===== config.mk =====
export PLATFORM = sky130hd
export DESIGN_NAME = instr_encoder_loader
export DESIGN_NICKNAME = d
export VERILOG_FILES = /design/src/rtl/instr_encoder_loader.sv
export SDC_FILE = /design/constraint.sdc
export NUM_CORES = 1
export LEC_CHECK = 0
export CAP_MARGIN = 20
export CORE_MARGIN = 4
export CORE_UTILIZATION = 44
export CTS_CLUSTER_SIZE = 8
export DETAILED_ROUTE_END_ITERATION = 12
export DONT_BUFFER_PORTS = 1
export GPL_TIMING_DRIVEN = 0
export PLACE_DENSITY = 0.7
export SLEW_MARGIN = 25
export SYNTH_ARGS = -nofsm -noshare
export SYNTH_HDL_FRONTEND = slang
export SYNTH_SLANG_ARGS = --single-unit

===== constraint.sdc =====
create_clock -name clk -period 2.6 [get_ports clk]
set_input_delay 0.52 -clock clk [delete_from_list [all_inputs] [get_ports clk]]
set_output_delay 0.52 -clock clk [all_outputs]
set_load 0.01 [all_outputs]

===== src/rtl/instr_encoder_loader.sv =====
// -----------------------------------------------------------------------------
// instr_encoder_loader
//
// Purpose:
//   Encodes field-level instruction requests (R-type, LW, SW, BEQ, ADDI) into
//   32-bit MIPS words. It writes them one per cycle into consecutive
//   instruction-memory words starting at address 0. The core is held in reset
//   (cpu_hold) until a load session ends with an accepted in_last request.
//
// Ports:
//   clk, reset          rising-edge clock; asynchronous active-high reset
//   start               one-cycle pulse that begins or restarts a session
//   in_valid / in_ready request handshake (ready only while loading)
//   in_kind, in_alu     instruction kind and R-type ALU operation select
//   in_rs/in_rt/in_rd   register fields
//   in_imm              raw 16-bit immediate / branch offset
//   in_last             final request of the session
//   imem_we/addr/wdata  registered instruction-memory write port
//   cpu_hold            keeps the core in reset until a session completes
//   busy/done/err       LOAD / DONE / ERR state indicators
//   count               words written in the current session
// -----------------------------------------------------------------------------
module instr_encoder_loader #(
  parameter int ADDR_W = 6,
  parameter int DEPTH  = 64   // must not exceed 2**ADDR_W
) (
  input  logic              clk,
  input  logic              reset,
  input  logic              start,
  input  logic              in_valid,
  output logic              in_ready,
  input  logic [2:0]        in_kind,
  input  logic [2:0]        in_alu,
  input  logic [4:0]        in_rs,
  input  logic [4:0]        in_rt,
  input  logic [4:0]        in_rd,
  input  logic [15:0]       in_imm,
  input  logic              in_last,
  output logic              imem_we,
  output logic [ADDR_W-1:0] imem_addr,
  output logic [31:0]       imem_wdata,
  output logic              cpu_hold,
  output logic              busy,
  output logic              done,
  output logic              err,
  output logic [ADDR_W:0]   count
);

  typedef enum logic [1:0] {S_IDLE, S_LOAD, S_DONE, S_ERR} state_t;

  localparam logic [2:0] K_RTYPE = 3'd0;
  localparam logic [2:0] K_LW    = 3'd1;
  localparam logic [2:0] K_SW    = 3'd2;
  localparam logic [2:0] K_BEQ   = 3'd3;
  localparam logic [2:0] K_ADDI  = 3'd4;

  localparam logic [ADDR_W:0] LAST_PTR = (ADDR_W+1)'(DEPTH - 1);

  state_t              r_state;
  logic                r_we;
  logic [ADDR_W-1:0]   r_addr;
  logic [31:0]         r_wdata;
  // The session count doubles as the write pointer. The block never wraps,
  // so count stays below DEPTH whenever it is used as an address.
  logic [ADDR_W:0]     r_count;

  logic [5:0]          w_funct;
  logic                w_alu_ok;
  logic [31:0]         w_word;
  logic                w_enc_ok;
  logic                w_accept;
  logic                w_at_end;

  // ALU select to R-type funct field.
  always_comb begin
    // NOTE: every always_comb output gets a default first so no path infers a latch.
    w_funct  = 6'b000000;
    w_alu_ok = 1'b1;
    case (in_alu)
      3'b010:  w_funct = 6'b100000;  // add
      3'b110:  w_funct = 6'b100010;  // sub
      3'b000:  w_funct = 6'b100100;  // and
      3'b001:  w_funct = 6'b100101;  // or
      3'b111:  w_funct = 6'b101010;  // slt
      default: w_alu_ok = 1'b0;
    endcase
  end

  // Field-level request to 32-bit instruction word (shamt is always zero).
  always_comb begin
    w_word   = 32'h0000_0000;
    w_enc_ok = 1'b1;
    case (in_kind)
      K_RTYPE: begin
        w_word   = {6'b000000, in_rs, in_rt, in_rd, 5'b00000, w_funct};
        w_enc_ok = w_alu_ok;
      end
      K_LW:    w_word = {6'b100011, in_rs, in_rt, in_imm};
      K_SW:    w_word = {6'b101011, in_rs, in_rt, in_imm};
      K_BEQ:   w_word = {6'b000100, in_rs, in_rt, in_imm};
      K_ADDI:  w_word = {6'b001000, in_rs, in_rt, in_imm};
      default: w_enc_ok = 1'b0;
    endcase
  end

  assign w_accept = in_valid && (r_state == S_LOAD);
  assign w_at_end = (r_count == LAST_PTR);

  always_ff @(posedge clk or posedge reset) begin
    if (reset) begin
      r_state <= S_IDLE;
      r_we    <= 1'b0;
      r_addr  <= '0;
      r_wdata <= '0;
      r_count <= '0;
    end else begin
      // NOTE: sequential state uses non-blocking assignments so every flop
      // samples pre-edge values regardless of statement order.
      r_we <= 1'b0;  // the write strobe is a single-cycle pulse
      case (r_state)
        S_IDLE: begin
          if (start) begin
            r_state <= S_LOAD;
            r_count <= '0;
          end
        end
        S_LOAD: begin
          // start is ignored here, even alongside a handshake.
          if (w_accept) begin
            if (!w_enc_ok) begin
              r_state <= S_ERR;  // rejected request: nothing written
            end else begin
              r_we    <= 1'b1;
              r_addr  <= r_count[ADDR_W-1:0];
              r_wdata <= w_word;
              r_count <= r_count + (ADDR_W+1)'(1);
              if (in_last)       r_state <= S_DONE;
              else if (w_at_end) r_state <= S_ERR;  // memory full, no wrap
            end
          end
        end
        S_DONE, S_ERR: begin
          if (start) begin
            r_state <= S_LOAD;
            r_count <= '0;
          end
        end
        default: r_state <= S_IDLE;
      endcase
    end
  end

  assign imem_we    = r_we;
  assign imem_addr  = r_addr;
  assign imem_wdata = r_wdata;
  assign count      = r_count;
  assign in_ready   = (r_state == S_LOAD);
  assign busy       = (r_state == S_LOAD);
  assign done       = (r_state == S_DONE);
  assign err        = (r_state == S_ERR);
  assign cpu_hold   = (r_state != S_DONE);

endmodule


# After elaboration in Yosys (flattened, before gate mapping)
# Cells that the tools add are included.
[totals]
reg_bits = 48
input_bits = 42
out_inout_bits = 51
elab_cells = 50
[classes]
add_sub_neg = 1
n_eq_ne = 17
mux = 17
n_reduce_logical = 10
[op_table]
columns = ["operator", "count"]
rows = [
  ["$pmux 32 s5", 1],
  ["$pmux 6 s5", 1],
  ["$mux 7", 3],
  ["$pmux 7 s2", 1],
  ["$mux 2", 5],
  ["$eq 3x2->1 const B", 3],
  ["$eq 3x3->1 const B", 3],
  ["$reduce_and 3->1", 3],
  ["$add 7x1->7 const B", 1],
  ["$eq 7x6->1 const B", 1],
  ["$eq 3x1->1 const B", 2],
  ["$logic_not 3->1", 2],
  ["$ne 2x1->1 const B", 3],
  ["$reduce_or 5->1", 1],
  ["$eq 2x2->1 const B", 2],
  ["$mux 1", 4],
  ["$ne 4x3->1 const B", 1],
  ["$pmux 2 s2", 1],
  ["$reduce_or 4->1", 1],
  ["$reduce_or 3->1", 1],
  ["$eq 2x1->1 const B", 1],
  ["$logic_not 2->1", 1],
  ["$ne 2x2->1 const B", 1],
  ["$pmux 1 s2", 1],
  ["$logic_and 1x1->1", 1],
]

# Logic depth before layout (Yosys ltp)
[logic_depth]
depth_word = 7
mapped_depth = 9
depth_no_buf = 5

# Worst setup path before layout
# Ideal clock, no wire load.
[synth_path]
path_type = "input to register"
start = "input port in_kind[0]"
end = "register r_addr[0] (netlist: imem_addr[0])"
setup_time_ns = 0.125
t_arrival_ns = 1.988
t_required_ns = 2.475
setup_slack_ns = 0.487
path_stages = 9
path_buffers = 4
path_cell_list = "buf_6 or2_2 buf_2 a21oi_2 nand2b_1 buf_6 inv_4 buf_6 mux2_4"
[synth_via]
elab_chain_cells = 4
word_cells_on_any_way = 8
cone_classes = "eq/ne (4); mux (1); reduce/logical (3)"
[synth_rtl]
columns = ["element", "line_no", "text"]
rows = [
  ["from (decl)", "32", "input logic [2:0] in_kind,"],
  ["$eq 3x3->1 (tied with other cells)", "93", "case (in_kind)"],
  ["$reduce_or 4->1 (no source line)", "n/a", ""],
  ["$pmux 1 s2 *", "93", ""],
  ["$reduce_and 3->1 (no source line) *", "n/a", ""],
  ["to (signal assigned)", "134", "r_addr <= r_count[ADDR_W-1:0];"],
  ["to (decl)", "61", "logic [ADDR_W-1:0] r_addr;"],
]
# Every way passes the cells marked *; elsewhere a longest branch is shown, timed or not.
# A chain may end at the register's enable or synchronous reset.

# Final worst setup path
[layout_path]
start = "register r_state[1]"
end = "register r_addr[1] (netlist: imem_addr[1])"
[layout_via]
elab_chain_cells = 3
[layout_rtl]
columns = ["element", "line_no", "text"]
rows = [
  ["from (decl)", "59", "state_t r_state;"],
  ["from (signal assigned)", "111", "r_state <= S_IDLE;"],
  ["from (signal assigned)", "123", "r_state <= S_LOAD;"],
  ["from (signal assigned)", "131", "r_state <= S_ERR;"],
  ["$eq 2x1->1 *", "106, 120", ""],
  ["$logic_and 1x1->1", "106", "assign w_accept = in_valid && (r_state == S_LOAD);"],
  ["$reduce_and 3->1 (no source line) *", "n/a", ""],
]
# Marked as above.

==> metrics.md <==
| Metric | Value |
|---|---|
| Outcome | `completed` |
| Mean routed wirelength per cell | `18.6 um` |
| Pre-Repair DR Iteration Count | `4` |
| CP peak stage delay | `0.43 ns` |
| Post-route setup slack | `0.602 ns` |
| Reg-to-Reg End | `imem_addr[1]` |
| DRT Wirelength | `5.20 mm` |
| Setup TNS after final layout | `0 ns` |
| Post-synthesis mux area share | `17.4%` |
| Reg-to-reg slack, setup | `0.60 ns` |
| Post_cts resized | `0` |
| Synth Area in Simple Gates | `12.3%` |
| Clk_skew | `0.00585 ns` |
| Total gr overflow | `0` |
| DR vias | `1,571` |
| Clock buffer depth | `2` |
| Leakage | `0.00110 uW` |
| Synthesized area | `0.00229 mm^2` |
| Post-CTS Setup Inserts | `0` |
| Hold Crit Class | `in -> async` |
| Setup crit end kind | `register` |
| Synth cell types | `43` |
| Final setup vio count | `0` |
| Met1 WL | `2.18 mm` |
| Die H | `80.1 um` |
| CP max FO | `10` |
| Num rows | `25` |
| Post-synth top area share | `49.2%` |
| Post-synth EDFFs | `0` |
| Slowest library cell on the worst path | `dfrtp_1` |
| Vias in the first global route | `1,624` |
| CP most frequent cell | `buf_6` |
| Kind of critical path | `reg -> reg` |
| R2R cell count | `7` |
| TritonCTS Buffers | `5` |
| Initial core utilization | `46.9%` |
| CP arrival | `2.18 ns` |
| Nets@finish | `255` |
| WP buf/inv | `3` |
| Crit start category | `register` |
| Delay-heaviest family, CP | `flip-flops` |
| Fin. max-slew vios | `0` |
| Final hold violations | `0` |
| Post-synth top area cell | `dfrtp_1` |
| Die area | `0.00642 mm^2` |
| Clock Sinks | `45` |
| Pwr Density | `842 mW/mm^2` |
| Routed Antenna Nets | `0` |
| RSZ-0062 raised after global routing | `no` |
| Cells after Synth | `204` |
| DR vias/cell | `5.61` |
| Met2 WL post-DR | `2.48 mm` |
| Clock root buffer | `clkbuf_8` |
| CTS clk-pin slew, worst paths | `0.09 ns` |
| Die width | `80.1 um` |
| Adder-Cell Fraction of Synth Area | `0.547%` |
| ANT cells | `0` |
| Synth Area in Compound Gates | `13.5%` |
| Highest metal used | `met4` |
| CTS tree | `done` |
| Layout cell share with drive strength beyond 1 | `23.9%` |
| Reg2Reg Launch Point | `r_state[1]` |
| Cell Chain, Critical Path | `nand3b_1, a21oi_2, nand2b_1, buf_6, inv_4, buf_6, mux2_4` |
| Synth warnings | `0` |
| XOR/XNOR Fraction of Synth Area | `0.766%` |
| Met3 WL | `460 um` |
| Total GRT Usage | `16.9%` |
| Fin crit period | `2.00 ns` |
| Layout area overhead | `9.46%` |
| Initial antenna violation count | `0` |
| Core area | `0.00488 mm^2` |
| Maximum vdd drop | `0.394 mV` |
| Number of H-tree levels | `2` |
| I/O Buffers | `0` |
| IO Count | `93` |
| Period utilization | `76.8%` |
| Max_slew headroom | `61.1%` |
| DP Worst Slack | `0.300 ns` |
| DP HPWL | `3.94 mm` |
| GP Congestion | `0.795` |
| First-pass GRT wire length | `8.31 mm` |
| Post-CTS Hold Fix Bufs | `0` |
| Synthesized flop and latch total | `45` |
| Worst-Margin Slew | `0.581 ns` |
| Iteration-0 DRC Markers | `81` |
| Post-route DRC | `0` |
| Fmax | `501 MHz` |
| Mapped Avg Cell Area | `11.2 um^2` |
| Share of flip-flops with an asynchronous set or reset | `100%` |
| Largest family of logic cells by synthesized area | `multiplexers` |
| Ranking of synthesized cells by area | `dfrtp_1, mux2_4, mux2_2` |
| Synth Flop Type | `dfrtp_1` |
| Sequential-to-total area share from yosys stat | `49.2%` |
| Syn Nets | `247` |
| Max-cap viol count | `0` |
| Worst-Skew Late Latency | `0.29 ns` |
| Critical path data required time | `2.78 ns` |
| Largest net degree at the start of global routing | `31` |
[synth_stat cells (2+ instances only)]
library cell,instances
nor2b_1,3
mux2i_1,6
xnor2_1,2
nand3b_1,2
a221o_1,3
o22ai_1,2
dfrtp_1,45
clkbuf_1,6
inv_1,4
o211ai_1,2
nor3_1,3
o2bb2ai_1,2
o21a_1,2
buf_4,4
a22o_1,2
nand2b_1,4
mux2_2,13
o21ai_0,22
nor2_1,5
a21oi_1,4
buf_6,5
mux2_4,12
nand2_1,14
and2_1,3
buf_2,2
nand3_1,15
[metal layers]
| layer | global-route usage [%] | vias to the layer above |
|---|---|---|
| met5 | 0 | - |
| met4 | 6.08 | 0 |
| met3 | 6.84 | 9 |
| met2 | 26.4 | 66 |
| met1 | 21.2 | 758 |
| li1 | - | 738 |
[worst register-to-register path, cell delays in order (launching register included)]
cell and delay (ns):
dfrtp_1 0.43, nand3b_1 0.32, a21oi_2 0.30, nand2b_1 0.11
buf_6 0.15, inv_4 0.07, buf_6 0.18, mux2_4 0.32
[cells by family (layout without fill, tap and decap cells)]
| group | after synthesis | count (layout) |
|---|---|---|
| and+or+nand+nor | 55 | 55 |
| muxes | 32 | 32 |
| AOI/OAI and AO/OA | 46 | 46 |
| adders and majority gates | 1 | 1 |
| DFF | 45 | 45 |
| xor gates and xnor gates | 2 | 2 |
| buffers and inverters | 22 | 31 |
| other | 1 | 1 |
[per-stage QoR]
step                      power (uW)  area (um^2)  cells  utilization (%)  hold WS (ns)
after floorplan                 1480         2290    204                -         0.532
after global placement          1580         2370    271             48.6         0.554
after detailed placement        1610         2390    272             49.0         0.402
after CTS                       2140         2500    280             51.3        0.0711
after global routing            2240         2500    280             51.3        0.0799
final                           2110         2500    280             51.3        0.0666
[registers in the layout, indices dropped and copies added (netlist names)]
signal      count
count           7
imem_addr       6
imem_wdata     29
imem_we         1
r_state         2
[cell usage in the layout (no fill, tap or decap), types with 6 or more instances in the layout]
master / instances
mux2i_1: 6
nand3_1: 15
dfrtp_1: 45
clkbuf_1: 6
o21ai_0: 22
nand2_1: 14
mux2_4: 12
mux2_2: 13
[cell type report]
| type | instances | area, um^2 |
|---|---|---|
| Tap cell | 67 | 83.8 |
| Inverter | 5 | 21.3 |
| Fill cell | 454 | 2380 |
| Clock buffer | 5 | 68.8 |
| Sequential cell | 45 | 1130 |
| Buffer | 17 | 119 |
| Multi-Input combinational cell | 137 | 1020 |
| Timing Repair Buffer | 1 | 20.0 |
| Clock inverter | 3 | 43.8 |
[how the worst max path moves through the flow]
stage / start / end / slack [ns] / cells past startpoint
after floorplan: in_kind[0] / imem_addr[0] / 0.49 / 9
after global placement: in_kind[0] / imem_wdata[11] / 0.31 / 9
after detailed placement: in_kind[0] / imem_addr[1] / 0.30 / 9
after CTS: r_state[1] / imem_wdata[2] / 0.59 / 7
after global routing: r_state[1] / imem_wdata[2] / 0.43 / 7
final: r_state[1] / imem_addr[1] / 0.60 / 7
[power breakdown]
group / switching, uW / leakage, uW / internal, uW
clock network: 239 / 0.0000585 / 288
logic: 190 / 0.000470 / 248
registers: 256 / 0.000570 / 887
total: 686 / 0.00110 / 1420
(Power assumes the default switching activity.)
